`src/rtl/cpu_if_fetch_pkg.sv`:
```
// Shared 6502 CPU definitions: fetch FSM state type, opcode length decode and undocumented-opcode check.
package cpu_if_fetch_pkg;

  typedef enum logic [2:0] {
    S_OP,
    S_OPW,
    S_LO,
    S_HI,
    S_HOLD
  } if_state_t;

  // Ordered rules: BRK/RTI/RTS and JSR are the irregular cases, caught before the nibble patterns.
  function automatic logic [1:0] decode_len(input logic [7:0] op);
    logic [1:0] len;
    if (op == 8'h00 || op == 8'h40 || op == 8'h60) len = 2'd1;
    else if (op == 8'h20) len = 2'd3;
    else if (op[3:0] == 4'h0 && op[4]) len = 2'd2;
    else if (op[3:0] == 4'h8 || op[3:0] == 4'hA) len = 2'd1;
    else if (op[3:0] == 4'hC || op[3:0] == 4'hD || op[3:0] == 4'hE) len = 2'd3;
    else if (op[3:0] == 4'h9 && op[4]) len = 2'd3;
    else len = 2'd2;
    return len;
  endfunction

  // Low nibble 3/7/B/F, or the x2 column except 82/A2/C2/E2.
  function automatic logic is_illegal_op(input logic [7:0] op);
    return (op[1:0] == 2'b11) || (op[3:0] == 4'h2 && (!op[7] || op[4]));
  endfunction

endpackage

```
`src/rtl/cpu_if_fetch_len_decode.sv`:
```
// Combinational opcode decoder: instruction length, plus undocumented-opcode flag with IF_ILLEGAL_TRAP_EN.
module if_len_decode
  import cpu_if_fetch_pkg::*;
(
  input  logic [7:0] opcode,
  output logic [1:0] len
`ifdef IF_ILLEGAL_TRAP_EN
  ,
  output logic       illegal
`endif
);

`ifdef IF_ILLEGAL_TRAP_EN
  assign illegal = is_illegal_op(opcode);
  assign len     = illegal ? 2'd1 : decode_len(opcode);
`else
  assign len     = decode_len(opcode);
`endif

endmodule

```
`src/rtl/cpu_if_fetch.sv`:
```
// 6502 instruction fetch: byte-serial reads of opcode/operands, one bundle per valid/ready handshake to IE.
// IF_ILLEGAL_TRAP_EN adds if_illegal and parks the stage on undocumented opcodes until redirect/reset.
module cpu_if_fetch
  import cpu_if_fetch_pkg::*;
#(
  parameter logic [15:0] RESET_PC = 16'h0200
) (
  input  logic        clk,
  input  logic        rst,
  output logic        mem_rd_en,
  output logic [15:0] mem_addr,
  input  logic [7:0]  mem_rd_data,
  output logic        if_valid,
  input  logic        if_ready,
  output logic [7:0]  if_opcode,
  output logic [15:0] if_operand,
  output logic [1:0]  if_len,
  output logic [15:0] if_pc,
  input  logic        ie_redirect,
  input  logic [15:0] ie_redirect_pc
`ifdef IF_ILLEGAL_TRAP_EN
  ,
  output logic        if_illegal
`endif
);

  if_state_t   state;
  logic [15:0] pc;
  logic [7:0]  opcode_q;
  logic [15:0] operand_q;
  logic [1:0]  len_q;
  logic [15:0] if_pc_q;
  logic [1:0]  dec_len;
  logic        hold_release;

`ifdef IF_ILLEGAL_TRAP_EN
  logic dec_illegal;
  logic illegal_q;

  if_len_decode u_len_decode (
    .opcode  (mem_rd_data),
    .len     (dec_len),
    .illegal (dec_illegal)
  );

  assign hold_release = if_ready && !illegal_q;
  assign if_illegal   = illegal_q && if_valid;
`else
  if_len_decode u_len_decode (
    .opcode (mem_rd_data),
    .len    (dec_len)
  );

  assign hold_release = if_ready;
`endif

  assign if_valid   = !rst && (state == S_HOLD);
  assign if_opcode  = opcode_q;
  assign if_operand = operand_q;
  assign if_len     = len_q;
  assign if_pc      = if_pc_q;

  // Next byte is requested in the same cycle the previous one is captured.
  always_comb begin
    mem_rd_en = 1'b0;
    mem_addr  = pc;
    if (!rst) begin
      case (state)
        S_OP: begin
          mem_rd_en = 1'b1;
          mem_addr  = pc;
        end
        S_OPW: begin
          mem_rd_en = (dec_len != 2'd1);
          mem_addr  = pc + 16'd1;
        end
        S_LO: begin
          mem_rd_en = (len_q == 2'd3);
          mem_addr  = pc + 16'd2;
        end
        default: begin
          mem_rd_en = 1'b0;
          mem_addr  = pc;
        end
      endcase
    end
  end

  always_ff @(posedge clk) begin
    if (rst) begin
      state     <= S_OP;
      pc        <= RESET_PC;
      opcode_q  <= 8'h00;
      operand_q <= 16'h0000;
      len_q     <= 2'd0;
      if_pc_q   <= 16'h0000;
`ifdef IF_ILLEGAL_TRAP_EN
      illegal_q <= 1'b0;
`endif
    end else if (ie_redirect) begin
      // A redirect wins over pc+len even when the held bundle is accepted this cycle.
      state     <= S_OP;
      pc        <= ie_redirect_pc;
`ifdef IF_ILLEGAL_TRAP_EN
      illegal_q <= 1'b0;
`endif
    end else begin
      case (state)
        S_OP: state <= S_OPW;
        S_OPW: begin
          opcode_q  <= mem_rd_data;
          operand_q <= 16'h0000;
          len_q     <= dec_len;
          if_pc_q   <= pc;
`ifdef IF_ILLEGAL_TRAP_EN
          illegal_q <= dec_illegal;
`endif
          state     <= (dec_len == 2'd1) ? S_HOLD : S_LO;
        end
        S_LO: begin
          operand_q[7:0] <= mem_rd_data;
          state          <= (len_q == 2'd3) ? S_HI : S_HOLD;
        end
        S_HI: begin
          operand_q[15:8] <= mem_rd_data;
          state           <= S_HOLD;
        end
        S_HOLD: begin
          if (hold_release) begin
            pc    <= pc + {14'd0, len_q};
            state <= S_OP;
          end
        end
        default: state <= S_OP;
      endcase
    end
  end

endmodule
```
`config.mk`:
```
export PLATFORM = sky130hd
export DESIGN_NAME = cpu_if_fetch
export DESIGN_NICKNAME = d
export VERILOG_FILES = /design/src/rtl/cpu_if_fetch_pkg.sv /design/src/rtl/cpu_if_fetch_len_decode.sv /design/src/rtl/cpu_if_fetch.sv
export SDC_FILE = /design/constraint.sdc
export NUM_CORES = 1
export LEC_CHECK = 0
export ABC_CLOCK_PERIOD_IN_PS = 2190
export BUFFER_PORTS_ARGS = -buffer_cell sky130_fd_sc_hd__buf_2
export CORE_MARGIN = 4
export CORE_UTILIZATION = 30
export CTS_CLUSTER_SIZE = 10
export DETAILED_ROUTE_END_ITERATION = 6
export MAX_ROUTING_LAYER = met4
export PLACE_DENSITY = 0.6
export SLEW_MARGIN = 10
export SYNTH_ARGS = -nofsm -noshare
export SYNTH_HDL_FRONTEND = slang
export SYNTH_SLANG_ARGS = --single-unit
```
`constraint.sdc`:
```
create_clock -name clk -period 2.19 [get_ports clk]
set_input_delay 0.219 -clock clk [delete_from_list [all_inputs] [get_ports clk]]
set_output_delay 0.219 -clock clk [all_outputs]
set_load 0.1 [all_outputs]
```
==> run metrics <==
most frequent cell after synthesis=nand2_1; cts hold-fix bufs=0; IO Port Bufs=a little under 90; clk buf depth=2; Mapped Avg Cell Area=approximately 8.2 um2; Post-synth EDFFs=0; status=finished, violations left; Crit. End Element=output port; Avg WL per Cell=17.2 um; Synth Flop Type=dfxtp_1; residual DRC count=0; post-synth cell types=between 60 and 70; Area Growth Syn to Fin=56.2%; hold path cells=3; initial antenna violation count=0; layout net count=between 500 and 600; I/O pin count=slightly below 90; post-synth top area share=a little under two fifths; worst hold path type=primary input to register; die span in y=between 100 and 150 um; Tightest Pin Transition=648 ps; DIE WIDTH=~110 um; compound-gate portion of the synthesized area=roughly a fifth; slowest CP cell=a221o_2; post-synthesis mux area share=0.640%; full die area=around 13000 um2; Core ar.=roughly 11000 um2; Final setup viols=9; number of synthesized register bits=a little over 60; detailed-route via count=about 3.5k; max cap viols=0; Reg2Reg Depth=8; clock root buffer=clkbuf_8; Clock Latency Late Sink=about 350 ps; Arr. time, crit path=around 2100 ps; drt initial violations=149; RSZ-0062 raised after global routing=yes; clock skew=between 6 and 7 ps; Final Max Tran Viols=0; CTS Buf Count=9; Final WS setup=-162 ps; simple-gate share of the synthesized area=a little under 30%; fin crit period=2350 ps; Reg clk slew, reported paths=roughly 70 ps; Post-DP HPWL=approximately 8400 um; async set-reset flop share out of synthesis=0%; WS Path Type=register to output port; WL final=11600 um; Synth area leaders=dfxtp_1, nand2_1, a21oi_1; initial core utilization=a little under a third; syn_nets=440; Ys Warns=0; DRT antenna net count=0; Syn Std Cell Area=between 3000 and 4000 um2; DR vias/cell=around 5.2; Post-Synthesis Cells=407; GR Util All Layers=18.0%; grt ovf=0; Req. time, crit path=slightly below 2000 ps; fillers=~1.0k; fin util=47.9%; CTS HTree Levels=3; CP max stage delay=roughly 390 ps; Place WS=between 15 and 20 ps; final hold violation count=0; largest net degree at the start of global routing=38; CTS tree=built; Adder-Cell Fraction of Synth Area=about 2.1%; largest family of logic cells by synthesized area=simple AND/OR/NAND/NOR gates; Max FO, Critical Path=2; share of post-route cells with drive strength above 1=a little over two fifths; VDD IR-drop max=about 330 uV; failing checks=negative setup slack; most frequent cells after synthesis=nand2_1, dfxtp_1, a21oi_1; Rel. slew slack=56.8%; sequential area share after synthesis=a little under two fifths; clock sinks=61; highest clock rate=~430 MHz; area leader, netlist=dfxtp_1; Core Rows=38; n_diodes=0; Power Density=about 600 nW/um2; startpoint types=register; Period Utilization, post-route=107%; critical path, cell by cell=ha_4, nand3_4, nor4_4, mux2_4, a221o_2, buf_12; GPL Wtd Cong=roughly 0.9; first-pass GRT wire length=between 15000 and 20000 um; Post-Synth XOR/XNOR Area=between 4 and 5%; Initial DRT Pass Iterations=4; Reg2Reg Setup Slack=around 30 ps; vias in the first global route=between 3k and 4k; Pleak=roughly 2.1 nW
[registers in the layout, summed over array words and instances, names as in the netlist]
name        count
if_len          2
if_operand     16
if_opcode       8
if_pc          16
state           3
pc             16
[logic make-up (layout without fill, tap and decap cells)]
group,after synthesis,in the layout
simple gates,178,178
compound gates,103,103
flops,61,61
buf+inv,40,166
xor+xnor,18,18
fa+ha+maj,5,5
mux,2,2
[critical path, delay by kind of cell (launching register included)]
family / cells / cell delay [ps]
adders and majority gates: 1 / 150
muxes: 1 / 320
and+or+nand+nor: 2 / 380
AOI/OAI and AO/OA: 1 / 390
DFF: 1 / 370
buffers and inverters: 1 / 180
[metal layers]
layer  GRT usage, %  vias up  wire, um  share of wire (%)
met1           22.3     1665      4930                 43
met3           4.44       18       811                7.0
met4           4.57        0       238                2.1
li1               -     1709         -                  -
met5              -        -         0                  0
met2           29.3      124      5620                 48
[cell type report]
class                   instances  area, um2  share of cell area (%)
multi-input cells             306       2360                    45.5
flip-flops and latches         61       1250                    24.1
repair buffers                140       1150                    22.2
well taps                     140        175                    3.38
clock buffers                  13        169                    3.25
clock inverters                 3       42.5                   0.820
inverters                      10       37.5                   0.723
[through the flow]
stage / cells / TNS (ps) / area, um2 / hold slack, ps / total power [mW]
detailed placement: 643 / 0 / 4530 / 444 / 2.01
global placement: 643 / -18.9 / 4530 / 440 / 2.00
CTS: 668 / -195 / 4980 / 140 / 3.13
floorplan: 407 / -307 / 3560 / 352 / 1.74
global route: 673 / -1320 / 5190 / 157 / 3.23
finish: 673 / -522 / 5190 / 138 / 3.13
[placed cells by master (no fill, tap or decap), types with 7 or more instances in the layout]
| cell type | Yosys | final |
|---|---|---|
| a21oi_1 | 40 | 37 |
| a22o_1 | 8 | 8 |
| buf_12 | 0 | 18 |
| buf_2 | 9 | 70 |
| buf_4 | 6 | 38 |
| buf_6 | 4 | 14 |
| clkbuf_8 | 0 | 12 |
| dfxtp_1 | 61 | 50 |
| inv_1 | 10 | 10 |
| nand2_1 | 73 | 72 |
| nand3_1 | 18 | 11 |
| nor2_1 | 27 | 25 |
| o21ai_0 | 16 | 9 |
| xnor2_1 | 16 | 7 |
| xnor2_4 | 0 | 7 |
[worst paths after layout]
path	start	to
worst max register to register	pc[0]	pc[12]
worst min register to register	if_pc[13]	if_pc[13]
worst min-delay path	ie_redirect_pc[6]	pc[6]
worst max-delay path	pc[1]	mem_addr[14]
[power breakdown]
| group | switching, mW | total, mW | internal [mW] | leakage (nW) |
|---|---|---|---|---|
| Combinational | 0.567 | 0.866 | 0.299 | 1.45 |
| Clock | 0.467 | 1.09 | 0.618 | 0.106 |
| Sequential | 0.0364 | 1.18 | 1.14 | 0.502 |
| Total | 1.07 | 3.13 | 2.06 | 2.06 |
[repair_timing]
action                     in CTS  in global routing
gates resized for setup        49                 36
hold endpoints to repair        0                  0
setup endpoints to repair      15                 17
pin swaps                      16                 20
buffers inserted                9                  5
Note: power is estimated with default switching activity, not from simulation.
